`src/rtl/fetch_redirect_ctrl.sv`:
```
`default_nettype none
// ============================================================================
// Module   : fetch_redirect_ctrl
// Brief    : Fetch PC sequencer with redirect handling, in-flight response
//            discard and a registered response FIFO toward decode.
//            Optional misaligned-fetch trap: FETCH_ADEL_CHECK_EN.
// Revision : 1.0 - initial release
// ============================================================================
module fetch_redirect_ctrl #(
   parameter int          DEPTH    = 2,
   parameter logic [31:0] RESET_PC = 32'hBFC00000
) (
   input  logic        clk,
   input  logic        reset,
   input  logic        flush_valid,
   input  logic [31:0] flush_pc,
   input  logic        br_valid,
   input  logic [31:0] br_target,
   output logic        inst_req,
   output logic [31:0] inst_addr,
   input  logic        inst_addr_ok,
   input  logic        inst_data_ok,
   input  logic [31:0] inst_rdata,
   output logic        fe_valid,
   output logic [31:0] fe_pc,
   output logic [31:0] fe_inst,
   output logic        fe_adel,
   input  logic        fe_ready
);

   localparam int              c_CW    = $clog2(DEPTH + 1);
   localparam int              c_IW    = (DEPTH > 1) ? $clog2(DEPTH) : 1;
   localparam logic [c_CW:0]   c_DEPTH = (c_CW + 1)'(DEPTH);
   localparam logic [c_IW-1:0] c_LAST  = c_IW'(DEPTH - 1);

   typedef enum logic [0:0] {
      S_RUN       = 1'b0,
      S_WAIT_ADDR = 1'b1
   } state_t;

   state_t          r_state;
   logic [31:0]     r_pc;
   logic [31:0]     r_req_pc;
   logic [c_CW-1:0] r_outs_cnt;
   logic [c_CW-1:0] r_disc_cnt;
   logic [c_CW-1:0] r_fifo_cnt;
   logic            r_pend_kill;
   logic [31:0]     r_pcq [DEPTH];
   logic [c_IW-1:0] r_pcq_wr;
   logic [c_IW-1:0] r_pcq_rd;
   logic [31:0]     r_fq_pc [DEPTH];
   logic [31:0]     r_fq_inst [DEPTH];
   logic [c_IW-1:0] r_fq_wr;
   logic [c_IW-1:0] r_fq_rd;

   logic            w_redirect;
   logic [31:0]     w_target;
   logic            w_acc;
   logic            w_ret;
   logic            w_pop;
   logic [c_CW:0]   w_used;
   logic            w_room;
   logic            w_run_req;
   logic [31:0]     w_req_pc;
   logic            w_drop;
   logic            w_fq_push;
   logic            w_adel_push;
   logic            w_misalign;
   logic            w_hold;

   function automatic logic [c_IW-1:0] f_inc(input logic [c_IW-1:0] p);
      return (p == c_LAST) ? '0 : p + 1'b1;
   endfunction

   assign w_redirect = flush_valid | br_valid;
   assign w_target   = flush_valid ? flush_pc : br_target;
   assign w_acc      = inst_req & inst_addr_ok;
   assign w_ret      = inst_data_ok;
   assign w_pop      = fe_valid & fe_ready;
   assign w_req_pc   = (r_state == S_WAIT_ADDR) ? r_req_pc : r_pc;

   // A slot popped by decode this cycle is free before any new response can land,
   // which is what lets DEPTH=2 sustain one instruction per cycle.
   assign w_used = {1'b0, r_outs_cnt} + {1'b0, r_fifo_cnt} - {{c_CW{1'b0}}, w_pop};
   assign w_room = w_used < c_DEPTH;

   assign w_run_req = (r_state == S_RUN) & ~w_redirect & w_room & ~w_misalign & ~w_hold;
   assign inst_req  = ~reset & ((r_state == S_WAIT_ADDR) | w_run_req);

   assign w_drop    = w_ret & ~w_redirect & (r_disc_cnt != '0);
   assign w_fq_push = (w_ret & ~w_redirect & (r_disc_cnt == '0)) | w_adel_push;

   assign fe_valid = ~reset & ~w_redirect & (r_fifo_cnt != '0);
   assign fe_pc    = r_fq_pc[r_fq_rd];
   assign fe_inst  = r_fq_inst[r_fq_rd];

`ifdef FETCH_ADEL_CHECK_EN
   logic [DEPTH-1:0] r_fq_adel;
   logic             r_adel_hold;

   assign w_misalign  = (r_pc[1:0] != 2'b00);
   assign w_hold      = r_adel_hold;
   assign w_adel_push = (r_state == S_RUN) & ~w_redirect & w_misalign & ~r_adel_hold &
                        (r_outs_cnt == '0) & ({1'b0, r_fifo_cnt} < c_DEPTH);
   assign inst_addr   = w_req_pc;
   assign fe_adel     = r_fq_adel[r_fq_rd];

   always_ff @(posedge clk) begin
      if (reset) begin
         r_fq_adel   <= '0;
         r_adel_hold <= 1'b0;
      end else begin
         if (w_redirect) begin
            r_adel_hold <= 1'b0;
         end else if (w_adel_push) begin
            r_adel_hold <= 1'b1;
         end
         if (!w_redirect && w_fq_push) begin
            r_fq_adel[r_fq_wr] <= w_adel_push;
         end
      end
   end
`else
   assign w_misalign  = 1'b0;
   assign w_hold      = 1'b0;
   assign w_adel_push = 1'b0;
   assign inst_addr   = {w_req_pc[31:2], 2'b00};
   assign fe_adel     = 1'b0;
`endif

   always_ff @(posedge clk) begin
      if (reset) begin
         r_state     <= S_RUN;
         r_pc        <= RESET_PC;
         r_req_pc    <= RESET_PC;
         r_outs_cnt  <= '0;
         r_disc_cnt  <= '0;
         r_fifo_cnt  <= '0;
         r_pend_kill <= 1'b0;
         r_pcq_wr    <= '0;
         r_pcq_rd    <= '0;
         r_fq_wr     <= '0;
         r_fq_rd     <= '0;
         for (int i = 0; i < DEPTH; i++) begin
            r_pcq[i]     <= '0;
            r_fq_pc[i]   <= '0;
            r_fq_inst[i] <= '0;
         end
      end else begin
         case (r_state)
            S_RUN: begin
               if (inst_req && !inst_addr_ok) begin
                  r_state  <= S_WAIT_ADDR;
                  r_req_pc <= r_pc;
               end
            end
            S_WAIT_ADDR: begin
               if (inst_addr_ok) begin
                  r_state <= S_RUN;
               end
            end
            default: r_state <= S_RUN;
         endcase

         // A killed request finally accepted must not advance the redirected PC.
         if (w_redirect) begin
            r_pc <= w_target;
         end else if (w_acc && !r_pend_kill) begin
            r_pc <= r_pc + 32'd4;
         end

         if (w_redirect) begin
            r_pend_kill <= (r_state == S_WAIT_ADDR) & ~inst_addr_ok;
         end else if (w_acc) begin
            r_pend_kill <= 1'b0;
         end

         r_outs_cnt <= r_outs_cnt + c_CW'(w_acc) - c_CW'(w_ret);

         if (w_redirect) begin
            r_disc_cnt <= r_outs_cnt + c_CW'(w_acc) - c_CW'(w_ret);
         end else begin
            r_disc_cnt <= r_disc_cnt + c_CW'(w_acc & r_pend_kill) - c_CW'(w_drop);
         end

         if (w_acc) begin
            r_pcq[r_pcq_wr] <= w_req_pc;
            r_pcq_wr        <= f_inc(r_pcq_wr);
         end
         if (w_ret) begin
            r_pcq_rd <= f_inc(r_pcq_rd);
         end

         if (w_redirect) begin
            r_fq_wr    <= '0;
            r_fq_rd    <= '0;
            r_fifo_cnt <= '0;
         end else begin
            if (w_fq_push) begin
               r_fq_pc[r_fq_wr]   <= w_adel_push ? r_pc : r_pcq[r_pcq_rd];
               r_fq_inst[r_fq_wr] <= w_adel_push ? 32'h0 : inst_rdata;
               r_fq_wr            <= f_inc(r_fq_wr);
            end
            if (w_pop) begin
               r_fq_rd <= f_inc(r_fq_rd);
            end
            r_fifo_cnt <= r_fifo_cnt + c_CW'(w_fq_push) - c_CW'(w_pop);
         end
      end
   end

endmodule
`default_nettype wire

```
`config.mk`:
```
export PLATFORM = sky130hd
export DESIGN_NAME = fetch_redirect_ctrl
export DESIGN_NICKNAME = d
export VERILOG_FILES = /design/src/rtl/fetch_redirect_ctrl.sv
export SDC_FILE = /design/constraint.sdc
export NUM_CORES = 1
export LEC_CHECK = 0
export BUFFER_PORTS_ARGS = -buffer_cell sky130_fd_sc_hd__buf_4
export CORE_AREA = 2 2 126 177
export DETAILED_ROUTE_END_ITERATION = 6
export DIE_AREA = 0 0 128 179
export PLACE_DENSITY = 0.82
export SLEW_MARGIN = 20
export SYNTH_ARGS = -nofsm -noshare
export SYNTH_HDL_FRONTEND = slang
export SYNTH_SLANG_ARGS = --single-unit
```
`constraint.sdc`:
```
create_clock -name clk -period 12.03 [get_ports clk]
set_clock_uncertainty 0.05 [all_clocks]
set_input_delay 1.203 -clock clk [delete_from_list [all_inputs] [get_ports clk]]
set_output_delay 1.203 -clock clk [all_outputs]
set_load 0.01 [all_outputs]
```
==> results by group <==
Setup path
  • WP data required: 10780 ps
  • Worst reg2reg setup slack: 8070 ps
  • CP Class: primary input to output pin
  • Crit-path cells: buf_4 -> or3_1 -> a21oi_1 -> and2_1 -> ha_1 -> nand2b_1 -> fa_1 -> xor2_1 -> a31oi_2 -> buf_4 -> nor2_1 -> buf_4
  • CP endpoint kind: output pin
  • Cell mode on critical path: buf_4
  • R2r endpoint: r_disc_cnt[1]
  • Crit. Startpoint: reset
  • CP Data Arrival Time: 4640 ps
  • CP Launch Type: primary input
  • CP max stage delay: 690 ps
  • Max FO, Critical Path: 79
  • R2r startpoint: r_fifo_cnt[1]
  • Worst R2R Path Depth: 19
  • Slowest cell on crit path: or3_1

STA
  • Slew Limit Fails: 0
  • Final setup TNS: 0 ps
  • Setup Viol. Count Final: 0
  • Final Cycle Share: 0.4898
  • RSZ-0062 raised after global routing: false
  • Final Hold Vio Count: 0
  • Worst slew pin tran: 1087 ps
  • Final min period: 5892 ps
  • Hold_ws: 404.3 ps
  • Slew headroom: 0.2751
  • FMAX: 0.1697 GHz

Power
  • Switching share of power: 0.2357
  • Pwr dens: 137.7 nW/um^2
  • VDD IR max: 105.0 uV
  • Comb pwr share: 0.112
  • Sequential power share: 0.530
  • Int Pwr: 1555 uW
  • Clk pwr share: 0.358
  • P_sw: 479.7 uW
  • Leakage: 0.005783 uW

Cells and area
  • Layout cell share with drive strength beyond 1: 0.2567
  • Layout area overhead: 17.09%
  • Number of diodes: 0
  • Final core occ: 0.6884
  • Final net count: 1392

Placed design
  • Routability Congestion: 0.8072
  • Post-DP HPWL: 18.28 mm
  • IO buf count: 198

Synthesis
  • Post-synth ARST share: 0
  • Post-synth top area cell: edfxtp_1
  • Mapped Area: 12620 um^2
  • Number of distinct library cells after synthesis: 64
  • Syn Area/Cell: 10.99 um^2
  • Largest cells by area after synthesis: edfxtp_1 (46%), dfxtp_1 (12%), mux2_2 (5.7%), nor2_1 (5.7%), mux2i_1 (5.5%)
  • Yosys Warn Count: 0
  • Synth Instances: 1148
  • Top FF cell, synth: edfxtp_1
  • Post-synthesis sequential area ratio: 0.5807
  • Synth top area share: 0.4570
  • Number of synthesized flops with an enable pin: 192
  • Synthesized flop and latch total: 270

CTS
  • Total clock buffers created by CTS: 25
  • CTS tree: done
  • Clk buf depth: 3
  • PostCTS Resize Cnt: 0
  • CTS Sinks: 270
  • Postcts setup bufs: 0
  • Post-CTS Hold Fix Bufs: 0
  • Clock latency on the worst-skew pair: 510 ps
  • Clock transition at path regs: 60 ps
  • CTS Root Cell: clkbuf_16
  • Htree depth: 1

Routing
  • DRC viols: 0
  • Met1 WL: 10.69 mm
  • DR vias/cell: 5.546
  • Wire per inst: 17.21 um
  • DR WL met2: 14.19 mm
  • Top routing layer in use: met4
  • DR iter-0 viols: 523
  • Final WL: 26.86 mm
  • Vias post-DR: 8657
  • Post-route ant nets: 0
  • DRT Pass-1 Iters: 5
  • Wire length on met3: 1.361 mm

Floorplanning
  • Die ar.: 22910 um^2
  • Cell Rows: 64
  • Width of the die: 128 um
  • Starting Density: 0.5879
  • Core area: 21460 um^2
  • IO Pins: 202
  • Height of the die: 179 um

Hold path
  • Hold Crit Start: r_req_pc[10]
  • WHS Path Cells: 2
  • Hold Path End: r_req_pc[10]
  • Worst hold path type: flop to flop

GRT
  • First-pass GRT wire length: 41.65 mm
  • Largest net degree at the start of global routing: 80
  • Vias in the first global route: 8357
  • Overall global routing resource usage: 0.2271
  • GRT Residual Overflow: 0
  • Initial antenna violation count: 0

Flow run
  • Max-cap check violation count: 0

Outcome
  • Outcome: complete, no violations
[cell families after synthesis]
kind of cell,synth area share
DFF,0.5807
buffers and inverters,0.05781
and+or+nand+nor,0.1660
AOI/OAI and AO/OA,0.05544
adders and majority gates,0.01051
other,0.0002972
muxes,0.1119
xor gates and xnor gates,0.01735
[registers in the layout (all words and copies together), names as in the netlist, 2 cells and up, named ones only]
signal / flops
r_fifo_cnt: 2
r_pc: 32
r_disc_cnt: 2
r_pcq: 64
r_fq_pc: 64
r_outs_cnt: 2
r_req_pc: 32
r_fq_inst: 64
[cell usage in the layout, fill, tap and decap left out, types with 3 or more instances in the layout]
master,n
a211oi_1,10
a21oi_1,60
and2_1,65
and3_1,6
and4_1,4
buf_4,211
clkbuf_1,13
clkbuf_16,25
conb_1,3
dfxtp_1,75
edfxtp_1,192
ha_1,9
inv_1,48
mux2_2,64
mux2i_1,69
nand2_1,90
nand2b_1,3
nand3_1,12
nand4_1,6
nor2_1,190
nor2b_1,4
nor3_1,19
nor3_2,3
nor4_1,8
nor4_2,6
o21ai_0,10
o22ai_1,9
o31ai_1,4
xnor2_1,19
xor2_1,6
[metal layers]
| layer | up-vias | global-route usage |
|---|---|---|
| met5 | - | 0 |
| met4 | 0 | 0.06960 |
| met3 | 35 | 0.02686 |
| met2 | 257 | 0.4247 |
| met1 | 4158 | 0.2729 |
| li1 | 4207 | - |
[synth_stat cells (6+ instances only)]
cell type	count
nand3_1	12
a211oi_1	10
and2_1	65
o22ai_1	9
mux2i_1	69
dfxtp_1	78
clkbuf_1	63
o21ai_0	11
nor3_1	20
xnor2_1	19
edfxtp_1	192
nor4_2	7
nand4_1	6
a21oi_1	60
buf_4	33
nor4_1	8
nand2_1	91
mux2_2	64
nor2_1	190
ha_1	9
and3_1	6
buf_1	8
xor2_1	6
inv_1	48
[critical path, delay by kind of cell]
family / cells / cell delay, ps
AND/OR/NAND/NOR: 4 / 1160
buffers and inverters: 3 / 1080
adder cells (fa/ha/maj): 2 / 650
AO/OA/AOI/OAI: 2 / 320
XOR/XNOR: 1 / 210
[how the worst max path moves through the flow]
stage | to
final | inst_req
after global routing | inst_req
after CTS | inst_req
after detailed placement | r_disc_cnt[1]
after global placement | r_disc_cnt[1]
after floorplan | r_fq_inst[0][0]
[layout make-up]
type,count,area [um^2]
Timing Repair Buffer,211,1584
Sequential cell,270,7333
Inverter,49,183.9
Clock buffer,38,674.4
Multi-Input combinational cell,722,4603
Tap cell,264,330.3
Fill cell,1584,6688
Clock inverter,7,63.81
[power groups by stage]
stage / Sequential, uW / Clock [uW] / Combinational [uW]
3_3_place_gp: 1090 / 0 / 223
5_1_grt: 1080 / 771 / 249
6_report: 1080 / 729 / 228
2_1_floorplan: 1080 / 0 / 154
4_1_cts: 1080 / 736 / 229
3_5_place_dp: 1100 / 0 / 228
[through the flow]
step / cells / cell area (um^2) / power, uW / worst slack, ps
2_1_floorplan: 1150 / 12620 / 1234 / 5051
3_3_place_gp: 1516 / 14030 / 1317 / 6140
3_5_place_dp: 1516 / 14030 / 1325 / 5971
4_1_cts: 1561 / 14770 / 2043 / 6154
5_1_grt: 1561 / 14770 / 2102 / 5894
6_report: 1561 / 14770 / 2035 / 6138
(Power assumes the default switching activity.)
